==> src/rtl/spi_cfg_controller.sv <==
// SPI configuration command sequencer: frames received bytes into write/read packets
// and drives single-cycle register-bank strobes plus the read-back byte stream for MISO.
module spi_cfg_controller #(
    parameter int ADDR_W = 7  // must be <= 7: the address comes from command bits [6:0]
) (
    input  logic              clk,
    input  logic              rst,
    input  logic [7:0]        byte_in,
    input  logic              byte_valid,
    input  logic              spi_ss_n,
    output logic [ADDR_W-1:0] cfg_addr,
    output logic [7:0]        cfg_wdata,
    output logic              cfg_we,
    output logic              cfg_re,
    input  logic [7:0]        cfg_rdata,
    output logic [7:0]        tx_byte,
    output logic              tx_valid,
    output logic              busy,
    output logic              overrun
);

    typedef enum logic [2:0] {
        IDLE,
        WRITE,
        RD_REQ,
        RD_CAP,
        RD_HOLD
    } state_t;

    state_t            state;
    logic [ADDR_W-1:0] addr;
    logic              ss_meta;
    logic              ss_sync;
    logic              ss_prev;
    logic              frame_end;

    // Idle-high reset values keep a reset from looking like a select release.
    always_ff @(posedge clk) begin
        if (rst) begin
            ss_meta <= 1'b1;
            ss_sync <= 1'b1;
            ss_prev <= 1'b1;
        end else begin
            ss_meta <= spi_ss_n;
            ss_sync <= ss_meta;
            ss_prev <= ss_sync;
        end
    end

    assign frame_end = ss_sync & ~ss_prev;

    always_ff @(posedge clk) begin
        // NOTE: strobes default low every cycle so each set below is exactly one cycle wide.
        cfg_we   <= 1'b0;
        cfg_re   <= 1'b0;
        tx_valid <= 1'b0;
        overrun  <= 1'b0;
        if (rst) begin
            state     <= IDLE;
            addr      <= '0;
            cfg_addr  <= '0;
            cfg_wdata <= '0;
            tx_byte   <= '0;
            busy      <= 1'b0;
        end else if (frame_end) begin
            // Select release wins over a coincident byte and any pending read-back.
            state <= IDLE;
            busy  <= 1'b0;
        end else begin
            case (state)
                IDLE: begin
                    if (byte_valid) begin
                        addr <= byte_in[ADDR_W-1:0];
                        busy <= 1'b1;
                        if (byte_in[7]) begin
                            state <= WRITE;
                        end else begin
                            // Read request is issued on entry so cfg_re lands one cycle after the command.
                            state    <= RD_REQ;
                            cfg_re   <= 1'b1;
                            cfg_addr <= byte_in[ADDR_W-1:0];
                        end
                    end
                end
                WRITE: begin
                    if (byte_valid) begin
                        cfg_we    <= 1'b1;
                        cfg_addr  <= addr;
                        cfg_wdata <= byte_in;
                        addr      <= addr + ADDR_W'(1);
                    end
                end
                RD_REQ: begin
                    state   <= RD_CAP;
                    overrun <= byte_valid;
                end
                RD_CAP: begin
                    tx_byte  <= cfg_rdata;
                    tx_valid <= 1'b1;
                    addr     <= addr + ADDR_W'(1);
                    state    <= RD_HOLD;
                    overrun  <= byte_valid;
                end
                RD_HOLD: begin
                    // A dummy byte means the previous tx byte has gone out; fetch the next one.
                    if (byte_valid) begin
                        state    <= RD_REQ;
                        cfg_re   <= 1'b1;
                        cfg_addr <= addr;
                    end
                end
                default: begin
                    state <= IDLE;
                    busy  <= 1'b0;
                end
            endcase
        end
    end

endmodule
==> config.mk <==
export PLATFORM = sky130hd
export DESIGN_NAME = spi_cfg_controller
export DESIGN_NICKNAME = d
export VERILOG_FILES = /design/src/rtl/spi_cfg_controller.sv
export SDC_FILE = /design/constraint.sdc
export NUM_CORES = 1
export LEC_CHECK = 0
export BUFFER_PORTS_ARGS = -buffer_cell sky130_fd_sc_hd__buf_4
export CAP_MARGIN = 20
export CORE_UTILIZATION = 40
export CTS_BUF_LIST = sky130_fd_sc_hd__clkbuf_16
export DETAILED_ROUTE_END_ITERATION = 7
export PLACE_DENSITY = 0.67
export SLEW_MARGIN = 40
export SYNTH_ARGS = -nofsm -noshare
export SYNTH_HDL_FRONTEND = slang
export SYNTH_SLANG_ARGS = --single-unit
==> constraint.sdc <==
create_clock -name clk -period 3.2 [get_ports clk]
set_clock_uncertainty 0.05 [all_clocks]
set_input_delay 0.48 -clock clk [delete_from_list [all_inputs] [get_ports clk]]
set_output_delay 0.48 -clock clk [all_outputs]
set_load 0.1 [all_outputs]
* After elaboration in Yosys (flattened, before gate mapping) *
Index checks and enable logic that the tools add are counted.
W data, S select, Z words.

operators by class
  add/subtract/negate cells = 1
  equal/unequal tests = 9
  mux-type cells = 18
  bitwise gates (word level) = 6
  reductions and logical operators = 15

operators with widths
  operator               count
  $mux W7                5
  $pmux W7 S3            1
  $pmux W3 S5            1
  $pmux W7 S2            1
  $ne A2 B2 Y1 const B   4
  $add A7 B1 Y7 const B  1
  $eq A3 B2 Y1 const B   2
  $mux W3                2
  $reduce_and A3 Y1      2
  $reduce_or A2 Y1       3
  $reduce_or A3 Y1       2
  $mux W1                5
  $not A1 Y1             5
  $reduce_and A5 Y1      1
  $pmux W1 S2            2
  $reduce_and A2 Y1      2
  $reduce_and A4 Y1      1
  $reduce_or A4 Y1       1
  $eq A3 B1 Y1 const B   1
  $eq A3 B3 Y1 const B   1
  $logic_not A3 Y1       1
  $reduce_bool A3 Y1     1
  $mux W2                1
  $ne A2 B1 Y1 const B   1
  2 further kinds        2

word-level totals
  bits in registers = 41
  output and inout bits = 28

* Logic depth before layout (Yosys ltp) *
Gate-level depths: netlist of run 1.

  depth in word-level cells = 4
  depth in mapped cells = 7

* Least setup slack after synthesis of run 1 *
OpenSTA, ideal clock, no wires.

  path type = register -> register
  start = reg ss_prev
  end = reg cfg_addr[3]
  setup time = 0.080 ns
  arrival time = 1.417 ns
  required time = 3.070 ns
  slack = 1.653 ns
  stages on the path, launching flop included = 6
  buffers on the path = 1
  path through = dfxtp_1 and2b_2 a2111oi_4 buf_6 nor2_2 a211oi_2

on the way
  cells in the longest elaborated chain, start to end = 4

ends and longest elaborated chain
  item                                line  source
  start: declaration                  34    logic ss_prev;
  start signal: assignment            46    ss_prev <= ss_sync;
  $not A1 Y1                          50    assign frame_end = ss_sync & ~ss_prev;
  $and A1 B1 Y1                       50
  $not A1 Y1 (no source line)         -
  $reduce_and A5 Y1 (no source line)  -
  end signal: assignment              81    cfg_addr <= byte_in[ADDR_W-1:0];
  end signal: assignment              88    cfg_addr <= addr;
  end signal: assignment              109   cfg_addr <= addr;
  end: declaration                    11    output logic [ADDR_W-1:0] cfg_addr,

No other way between the ends.
A chain may end at the register's enable or synchronous reset.

* Worst setup path in the final report of run 1 *
  start = reg state[2]
  end = reg cfg_addr[1]

on the way
  cells in the longest elaborated chain, start to end = 4

ends and longest elaborated chain
  item                                                                 line  source
  start: declaration                                                   30    state_t state;
  start signal: assignment                                             59    state <= IDLE;
  start signal: assignment                                             67    state <= IDLE;
  start signal: assignment                                             76    state <= WRITE;
  $eq A3 B3 Y1 or $eq A3 B1 Y1 (tied branches)                         70    case (state)
  $reduce_or A2 Y1 (no source line)                                    -
  $ne A2 B1 Y1 (no source line) or $reduce_bool A2 Y1 (tied branches)  -
  $reduce_and A5 Y1 (no source line)                                   -

Several ways; a longest one is shown, not always the timed one.

==> results of run 1 <==
final cells by class:
type / instances / area (µm²) / area share
Multi-Input combinational cell: 129 / 925 / 0.390
Sequential cell: 41 / 821 / 0.346
Timing Repair Buffer: 49 / 368 / 0.155
Clock buffer: 5 / 125 / 0.0527
Inverter: 1 / 3.75 / 0.00158
Tap cell: 52 / 65.1 / 0.0274
Clock inverter: 3 / 65.1 / 0.0274
worst max path at each step:
stage                     cells after the start     endpoint     start  slack, ns
after floorplan                               5  cfg_addr[3]   ss_prev       1.65
after global placement                        4  cfg_addr[2]  state[2]       1.19
after detailed placement                      5  cfg_addr[1]  state[2]       1.28
after CTS                                     5  cfg_addr[1]  state[2]       1.26
after global routing                          4      addr[3]  state[0]       1.06
final                                         5  cfg_addr[1]  state[2]       1.27
logic make-up (layout without fill, tap and decap cells):
group | after synthesis | after routing
AND/OR/NAND/NOR | 71 | 71
flip-flops | 41 | 41
AO/OA/AOI/OAI | 30 | 30
multiplexers | 27 | 27
buffers and inverters | 14 | 58
adder cells (fa/ha/maj) | 1 | 1
state kept, by name (all words and copies together), names as in the netlist:
register	count
cfg_we	1
tx_valid	1
state	3
cfg_wdata	8
cfg_addr	7
tx_byte	8
ss_prev	1
busy	1
cfg_re	1
overrun	1
addr	7
ss_meta	1
ss_sync	1
power by group through the flow:
stage	clock (mW)	combinational [mW]	sequential, mW
floorplan	0	0.142	0.705
global placement	0	0.322	0.585
detailed placement	0	0.326	0.585
CTS	0.649	0.327	0.575
global route	0.676	0.346	0.580
finish	0.638	0.326	0.575
cell usage in the layout, fill, tap and decap left out, types with 2 or more instances in the layout:
master / n
buf_4: 49
dfxtp_1: 41
nor2_1: 29
mux2i_1: 25
nand2_1: 10
a211oi_1: 6
nand3_1: 6
a21oi_1: 6
clkbuf_16: 5
or2_2: 4
a211oi_2: 4
o21ai_0: 3
nor3_1: 3
nor2_2: 3
mux2_2: 2
nand2b_4: 2
nor3b_1: 2
nor2b_1: 2
nand4_1: 2
a311oi_1: 2
nor4_1: 2
a31oi_1: 2
bufinv_16: 2
routing by layer:
| metal | vias up | wire length [µm] |
|---|---|---|
| met4 | 0 | 26 |
| met5 | - | 0 |
| li1 | 736 | - |
| met1 | 673 | 1760 |
| met2 | 39 | 1610 |
| met3 | 2 | 262 |
metrics by stage:
step / power [mW] / cells
6_report: 1.54 / 280
5_1_grt: 1.60 / 280
2_1_floorplan: 0.846 / 184
3_5_place_dp: 0.911 / 272
4_1_cts: 1.55 / 280
3_3_place_gp: 0.907 / 271
==> summary.md, run 1 <==
| Metric | Value |
|---|---|
| CP required | 3.35 ns |
| Htree depth | 2 |
| CP delay by family, top | flip-flops |
| Number of max-cap violations | 0 |
| Critical-path maximum fanout | 14 |
| Synth Register Bits | 41 |
| Top cell type's share of synthesized area | 0.446 |
| Main combinational cell family by area after synthesis | simple AND/OR/NAND/NOR gates |
| Hold_sp | spi_ss_n |
| Die area | 0.00488 mm² |
| CP Class | register to register |
| Synth Area in Compound Gates | 0.145 |
| M1 GR Usage | 0.200 |
| Clock network power share | 0.415 |
| Initial antenna violation count | 0 |
| HP Class | input pin to register |
| Post-Synthesis Cells | 184 |
| Cell Int Power | 1.09 mW |
| Chip Height | 69.9 µm |
| End of the worst register-to-register path | cfg_addr[1] |
| Post-synth EDFFs | 0 |
| Post-CTS Setup Inserts | 0 |
| Setup violators final | 0 |
| Crit path largest cell delay | 0.71 ns |
| Final Hold Viols | 0 |
| Drc violations | 0 |
| RSZ-0062 raised after global routing | false |
| Worst hold slack | 0.333 ns |
| Reg2Reg Depth | 5 |
| Critical Path Source Type | register |
| WHS Path Cells | 2 |
| Rows | 24 |
| Fin. max-slew vios | 0 |
| Simple-Gate Fraction of Synth Area | 0.202 |
| Final instance area | 0.00237 mm² |
| Crit path arrival time | 2.08 ns |
| Most common cell in the netlist | dfxtp_1 |
| Clock transition at path regs | 0.06 ns |
| Core Util, Final | 0.541 |
| Post-CTS Hold Buffers | 0 |
| CTS Buf Count | 5 |
| Setup WS pre-CTS | 1.28 ns |
| CP Cell Sequence | nor3b_1 -> a2111oi_4 -> buf_4 -> nor2_1 -> a211oi_1 |
| Comb pwr share | 0.212 |
| Largest net degree at the start of global routing | 37 |
| Synth top area cells | dfxtp_1 (45%), mux2i_1 (14%), nor2_1 (5.9%), buf_6 (3.1%), a211oi_2 (2.7%) |
| VDD IR-drop max | 416 µV |
| Setup ws final | 1.27 ns |
| Synth cell count leaders | dfxtp_1 (41), nor2_1 (29), mux2i_1 (25) |
| Final ANT Viol Nets | 0 |
| Share of cells above drive strength 1 | 0.346 |
| Net Sw Frac | 0.291 |
| RD Place Congestion | 0.760 |
| Routing usage on met2 | 0.246 |
| CTS tree | built |
| Net Switching | 0.448 mW |
| Post-Synth Adder-Cell Area | 0.00679 |
| Setup tns final | 0 ns |
| DRT iter0 DRCs | 57 |
| Top FF cell, synth | dfxtp_1 |
| # port buffers | 47 |
| Cts repair resizes | 0 |
| Mapped Area | 0.00184 mm² |
| Antenna Cells | 0 |
| DRT Pass-1 Iters | 4 |
| GR peak layer | met2 |
| Nets | 248 |
| Core area | 0.00438 mm² |
| Final Cycle Share | 0.604 |
| Post-synth net total | 205 |
| Drt total wl | 3.66 mm |
| Clk sinks | 41 |
| YS warnings | 0 |
| PD cells | 648 mW/mm² |
| DIE WIDTH | 69.9 µm |
| Via count | 1,450 |
| Post-synthesis xor/xnor area fraction | 0 |
| GR Util met3 | 0.0779 |
| Initial core utilization | 0.420 |
| Reg2reg setup slack | 1.27 ns |
| Slew @ Worst Pin | 0.614 ns |
| Synth Area per Inst | 10.0 µm² |
| Area leader, netlist | dfxtp_1 |
| I/O pins | 48 |
| Async S/R FF share, synth | 0 |
| Lkg Pwr | 1.01 nW |
| CTS Buffer Depth | 2 |
| Critical-path top delay cell | dfxtp_1 |
| Vias in the first global route | 1,391 |
| Clock Tree Root | clkbuf_16 |
| GRT Util Overall | 0.162 |
| Clock Latency Late Sink | 0.28 ns |
| Fillers | 426 |
| Status | completed |
| Sequential power share | 0.374 |
| Worst hold endpoint | ss_meta |
| Placed inst area | 0.00218 mm² |
| Yosys cell types | 39 |
| Sequential fraction of the synthesis area | 0.446 |
| Tmin final | 1.93 ns |
| Crit path buf inv count | 1 |
| Relative slew slack | 0.590 |
| Remaining Overflow, GRT | 0 |
| Detailed placer's ending HPWL | 2.51 mm |
| Crit Reg-Reg Startpoint | state[2] |
| Fmax | 518 MHz |
| Layout area overhead | 28.8% |
| Avg WL per Cell | 13.1 µm |
| Vias per cell | 5.18 |
| First-pass GRT wire length | 6.19 mm |
| Proportion of synthesized area in mux cells | 0.148 |
| Worst Setup End Kind | register |
No activity file was read; power rests on OpenSTA's default activity.
==> run 2, diff against run 1 <==
Settings changed: PLACE_DENSITY 0.67 to 0.7.
Clock period 3.2 ns to 1.6 ns, I/O delays scaled along.
==> run 2 against run 1 <==
Sequential cell count unchanged; first-iteration DRC count shrank 7.0%; worst setup slack worse by 1.2 ns; wire length is 4.8% higher; final cell count is 4.6% higher; fmax rose by 27%; cell area is 4.0% higher; critical path type unchanged.
==> summary.md, run 2 (synthesized netlist as in run 1, its figures left out) <==
| Metric | Value |
|---|---|
| Status | completed |
| Crit path arrival time | 1.66 ns (-0.42 ns) |
| Worst Setup End Kind | register |
| Crit Reg-Reg Startpoint | state[1] |
| Rows | 24 (unchanged) |
| Clock transition at path regs | 0.06 ns (about the same) |
| CTS Buf Count | 5 (unchanged) |
| Number of max-cap violations | 0 (unchanged) |
| Drt total wl | 3.84 mm (+4.8%) |
| Setup ws final | 0.0739 ns (-1.19 ns) |
| CP required | 1.73 ns (-1.62 ns) |
| Via count | 1,487 (+2.6%) |
| Regs by FF count | cfg_wdata x8, tx_byte x8 |
| Routing usage on met2 | 0.254 (+0.00855) |
| Setup tns final | 0 ns (unchanged) |
| Relative slew slack | 0.762 (+0.172) |
| Fin. max-slew vios | 0 (unchanged) |
| Final Cycle Share | 0.954 (+0.350) |
| Slew @ Worst Pin | 0.356 ns (-0.258 ns) |
| Crit path largest cell delay | 0.34 ns (-0.37 ns) |
| M1 GR Usage | 0.221 (+0.0206) |
| DRT Pass-1 Iters | 5 (+1) |
| Htree depth | 2 (unchanged) |
| I/O pins | 48 (unchanged) |
| Core area | 0.00438 mm² (unchanged) |
| Post-CTS Setup Inserts | 0 (unchanged) |
| RD Place Congestion | 0.794 (+4.5%) |
| Nets | 261 (+5.2%) |
| Placed inst area | 0.00232 mm² (+6.2%) |
| Vias in the first global route | 1,451 (+4.3%) |
| Largest net degree at the start of global routing | 29 (-22%) |
| Critical-path top delay cell | dfxtp_1 |
| Detailed placer's ending HPWL | 2.71 mm (+7.7%) |
| Fillers | 384 (-9.9%) |
| Die area | 0.00488 mm² (unchanged) |
| CP Cell Sequence | nand2b_4 -> a211oi_4 -> buf_12 -> a21oi_1 -> a311oi_1 |
| Share of cells above drive strength 1 | 0.390 (+0.0436) |
| Initial antenna violation count | 0 (unchanged) |
| Critical-path maximum fanout | 13 (-1) |
| Vias per cell | 5.08 (-2.0%) |
| Final ANT Viol Nets | 0 (unchanged) |
| Most frequent cells in the layout | buf_4 (59), dfxtp_1 (40), nor2_1 (29), mux2i_1 (25), nand2_1 (10) |
| First-pass GRT wire length | 6.65 mm (+7.5%) |
| Layout area overhead | 33.9% |
| Commonest non-fill, non-tap cell in the layout | buf_4 |
| Final instance area | 0.00247 mm² (+4.0%) |
| Setup crit start | state[1] |
| CTS tree | built |
| Remaining Overflow, GRT | 0 (unchanged) |
| # port buffers | 47 (unchanged) |
| Critical Path Source Type | register |
| GR peak layer | met2 |
| DRT iter0 DRCs | 53 (-7.0%) |
| Clock Tree Root | clkbuf_16 |
| Initial core utilization | 0.420 (unchanged) |
| Tmin final | 1.53 ns (-0.405 ns) |
| DIE WIDTH | 69.9 µm (unchanged) |
| GRT Util Overall | 0.172 (+0.00940) |
| GR Util met3 | 0.0693 (-0.00866) |
| PD cells | 1150 mW/mm² (+77%) |
| Antenna Cells | 0 (unchanged) |
| Hold_sp | spi_ss_n |
| RSZ-0062 raised after global routing | false |
| Clock Latency Late Sink | 0.29 ns (about the same) |
| CTS Buffer Depth | 2 (unchanged) |
| Fmax | 655 MHz (+27%) |
| Drc violations | 0 (unchanged) |
| Clk sinks | 41 (unchanged) |
| Final Hold Viols | 0 (unchanged) |
| Setup violators final | 0 (unchanged) |
| HP Class | input pin to register |
| Setup WS pre-CTS | 0.0368 ns (-1.24 ns) |
| CP Class | register to register |
| VDD IR-drop max | 633 µV (+52%) |
| Chip Height | 69.9 µm (unchanged) |
| Avg WL per Cell | 13.1 µm (+0.13%) |
| Lkg Pwr | 1.07 nW (+5.2%) |
run 2: cell count changes in the layout (fill, tap and decap cells not counted), sizes merged:
cell / before / now
bufinv: 2 / 0
clkinv: 1 / 2
buf: 49 / 62
clkinvlp: 0 / 1
run 2: critical path, delay by kind of cell, from the launching register on:
family | cells | cell delay [ns]
compound gates | 3 | 0.67
simple gates | 1 | 0.20
flops | 1 | 0.34
buf+inv | 1 | 0.17
run 2: what timing repair did:
item	4_1_cts	5_1_grt
setup endpoints to repair	1	3
hold endpoints to repair	0	0
gates resized for setup	1	1
pin swaps	0	1
hold buffers	0	0
run 2: layout make-up:
| class | instances | area [µm²] | area share |
|---|---|---|---|
| Multi-Input combinational cell | 129 | 930 | 0.377 |
| Timing Repair Buffer | 62 | 503 | 0.204 |
| Tap cell | 52 | 65.1 | 0.0264 |
| Sequential cell | 41 | 822 | 0.333 |
| Clock inverter | 3 | 17.5 | 0.00710 |
| Clock buffer | 5 | 125 | 0.0507 |
| Inverter | 1 | 3.75 | 0.00152 |
run 2: layer usage:
layer,vias up,wire length (µm)
met5,-,0
met4,0,78
met3,8,326
met2,54,1640
met1,664,1800
li1,761,-
run 2: stage by stage:
step	std cells	power (mW)	util	hold WS [ns]
2_1_floorplan	184	1.69	-	0.294
3_3_place_gp	285	1.87	0.529	0.342
3_5_place_dp	285	1.88	0.529	0.348
4_1_cts	293	2.85	0.561	0.0874
5_1_grt	293	2.95	0.563	0.101
6_report	293	2.83	0.563	0.0890
run 2: worst paths after layout:
path              slack, ns  cells past startpoint  endpoint
hold / removal         0.09                      2   ss_meta
setup / recovery       0.07                      5   addr[4]
hold reg to reg        0.36                      1   ss_sync
setup reg to reg       0.07                      5   addr[4]
run 2: where the power goes:
group	total, mW	leakage [nW]	switching, mW	internal [mW]
registers	1.13	0.335	0.0492	1.09
logic	0.726	0.662	0.476	0.250
clock network	0.973	0.0696	0.401	0.571
==> run 3, diff against run 2 <==
Settings changed: CORE_ASPECT_RATIO set to 0.6, MAX_ROUTING_LAYER set to met4, PLACE_DENSITY 0.7 to 0.67.
Clock period 1.6 ns to 1.65 ns, I/O delays scaled along.
==> run 3 against run 2 <==
Wire length increased by 6.2%; clock power decreased by 4.5%; sequential share of layout area up 0.10 points; cell area shrank 0.30%; critical endpoint is now cfg_addr[5]; worst hold slack hardly changed.
==> summary.md, run 3 (synthesized netlist as in run 1, its figures left out) <==
| Metric | Value |
|---|---|
| CTS Buffer Depth | 2 (unchanged) |
| Regs by FF count | cfg_wdata x8, tx_byte x8 |
| Fmax | 649 MHz (-0.96%) |
| Initial antenna violation count | 0 (unchanged) |
| Setup ws final | 0.109 ns (+0.0352 ns) |
| Setup WS pre-CTS | 0.101 ns (+0.0644 ns) |
| CP Class | register to register |
| # port buffers | 47 (unchanged) |
| Relative slew slack | 0.754 (-0.00794) |
| Slew @ Worst Pin | 0.368 ns (+0.0119 ns) |
| Crit path arrival time | 1.66 ns (about the same) |
| Core area | 0.00426 mm² (-2.9%) |
| Fin. max-slew vios | 0 (unchanged) |
| Detailed placer's ending HPWL | 2.93 mm (+8.2%) |
| Clock Latency Late Sink | 0.29 ns (about the same) |
| Critical-path maximum fanout | 7 (-6) |
| DRT iter0 DRCs | 75 (+42%) |
| Vias in the first global route | 1,342 (-7.5%) |
| First-pass GRT wire length | 6.60 mm (-0.83%) |
| Htree depth | 2 (unchanged) |
| CTS tree | built |
| Total power | 2.73 mW (-3.6%) |
| Crit Reg-Reg Startpoint | state[2] |
| Worst Setup End Kind | register |
| Chip Height | 54.6 µm (-22%) |
| DIE WIDTH | 89.6 µm (+28%) |
| Status | completed |
| Setup tns final | 0 ns (unchanged) |
| Final Hold Viols | 0 (unchanged) |
| Critical Path Source Type | register |
| Final Cycle Share | 0.934 (-0.0200) |
| GRT Util Overall | 0.198 (+0.0267) |
| Largest net degree at the start of global routing | 20 (-31%) |
| Tmin final | 1.54 ns (+0.0148 ns) |
| Drt total wl | 4.07 mm (+6.2%) |
| RD Place Congestion | 0.827 (+4.2%) |
| Antenna Cells | 0 (unchanged) |
| CP required | 1.77 ns (+0.04 ns) |
| RSZ-0062 raised after global routing | false |
| Reg2Reg Depth | 5 (unchanged) |
| Share of cells above drive strength 1 | 0.378 (-0.0124) |
| PD cells | 1110 mW/mm² (-3.3%) |
| Commonest non-fill, non-tap cell in the layout | buf_4 |
| Final ANT Viol Nets | 0 (unchanged) |
| Remaining Overflow, GRT | 0 (unchanged) |
| GR peak layer | met1 |
| Drc violations | 0 (unchanged) |
| Core Util, Final | 0.578 (+0.0151) |
| End of the worst register-to-register path | cfg_addr[5] |
| Rows | 18 (-25%) |
| M1 GR Usage | 0.281 (+0.0602) |
| GR Util met3 | 0.0664 (-0.00290) |
| Lkg Pwr | 1.06 nW (-0.39%) |
| Routing usage on met2 | 0.237 (-0.0169) |
| Initial core utilization | 0.433 (+0.0126) |
| I/O pins | 48 (unchanged) |
| Clock transition at path regs | 0.06 ns (about the same) |
| VDD IR-drop max | 529 µV (-16%) |
| Post-CTS Setup Inserts | 0 (unchanged) |
| Clk sinks | 41 (unchanged) |
| Nets | 261 (unchanged) |
| DRT Pass-1 Iters | 4 (-1) |
| HP Class | input pin to register |
| Vias per cell | 4.88 (-3.8%) |
| Worst Setup EP | cfg_addr[5] |
| Reg2reg setup slack | 0.11 ns (+0.04 ns) |
| Most frequent cells in the layout | buf_4 (60), dfxtp_1 (40), nor2_1 (29), mux2i_1 (25), nand2_1 (10) |
| Number of max-cap violations | 0 (unchanged) |
| Layout area overhead | 33.5% |
| Avg WL per Cell | 13.5 µm (+3.4%) |
| Setup crit start | state[2] |
| Die area | 0.00489 mm² (+0.18%) |
| CTS Buf Count | 5 (unchanged) |
| Setup violators final | 0 (unchanged) |
| Via count | 1,470 (-1.1%) |
| Clock Tree Root | clkbuf_16 |
==> run 3: cell count changes in the layout (fill, tap and decap cells not counted), sizes merged <==
cell,before,now
clkinv,2,3
clkinvlp,1,0
==> run 3: stage by stage <==
step / hold WS, ns / instance area, µm² / cells
final: 0.0886 / 2460 / 301
after CTS: 0.0875 / 2450 / 301
after global routing: 0.0885 / 2460 / 301
after detailed placement: 0.359 / 2310 / 293
after global placement: 0.347 / 2310 / 293
after floorplan: 0.301 / 1840 / 184
==> run 3: worst min-delay path by stage <==
stage / startpoint / to / slack [ns] / depth (start not counted)
3_5_place_dp: ss_meta / ss_sync / 0.36 / 1
6_report: spi_ss_n / ss_meta / 0.09 / 2
2_1_floorplan: spi_ss_n / ss_meta / 0.30 / 1
4_1_cts: spi_ss_n / ss_meta / 0.09 / 2
3_3_place_gp: ss_meta / ss_sync / 0.35 / 1
5_1_grt: spi_ss_n / ss_meta / 0.09 / 2
==> run 3: where the power goes <==
part,total (mW),internal [mW],switching [mW],leakage (nW)
Clock,0.929,0.547,0.383,0.0687
Sequential,1.10,1.05,0.0486,0.335
Combinational,0.699,0.238,0.461,0.658
==> run 3: worst max-delay path: stages, from the launching register on <==
cell      delay [ns]
dfxtp_1         0.43
buf_4           0.20
nand2b_4        0.06
a21oi_4         0.27
mux2i_1         0.30
a211oi_2        0.10
==> run 3: area by class of cell <==
class | instances | area, µm²
sequential | 41 | 822
clock buffer | 5 | 125
tap | 60 | 75.1
timing repair buffer | 62 | 490
clock inverter | 3 | 12.5
fill | 404 | 1800
inverter | 1 | 3.75
multi-input combinational | 129 | 930
==> run 3: repair_timing <==
item / CTS / global route
hold buffers: 0 / 0
setup endpoints to repair: 0 / 3
gates resized for setup: 0 / 2
endpoints found under the hold margin: 0 / 0
==> run 3: layer usage <==
metal	wire [µm]	vias to the layer above
li1	-	759
met1	2190	650
met2	1520	53
met3	287	8
met4	76	0
met5	0	-
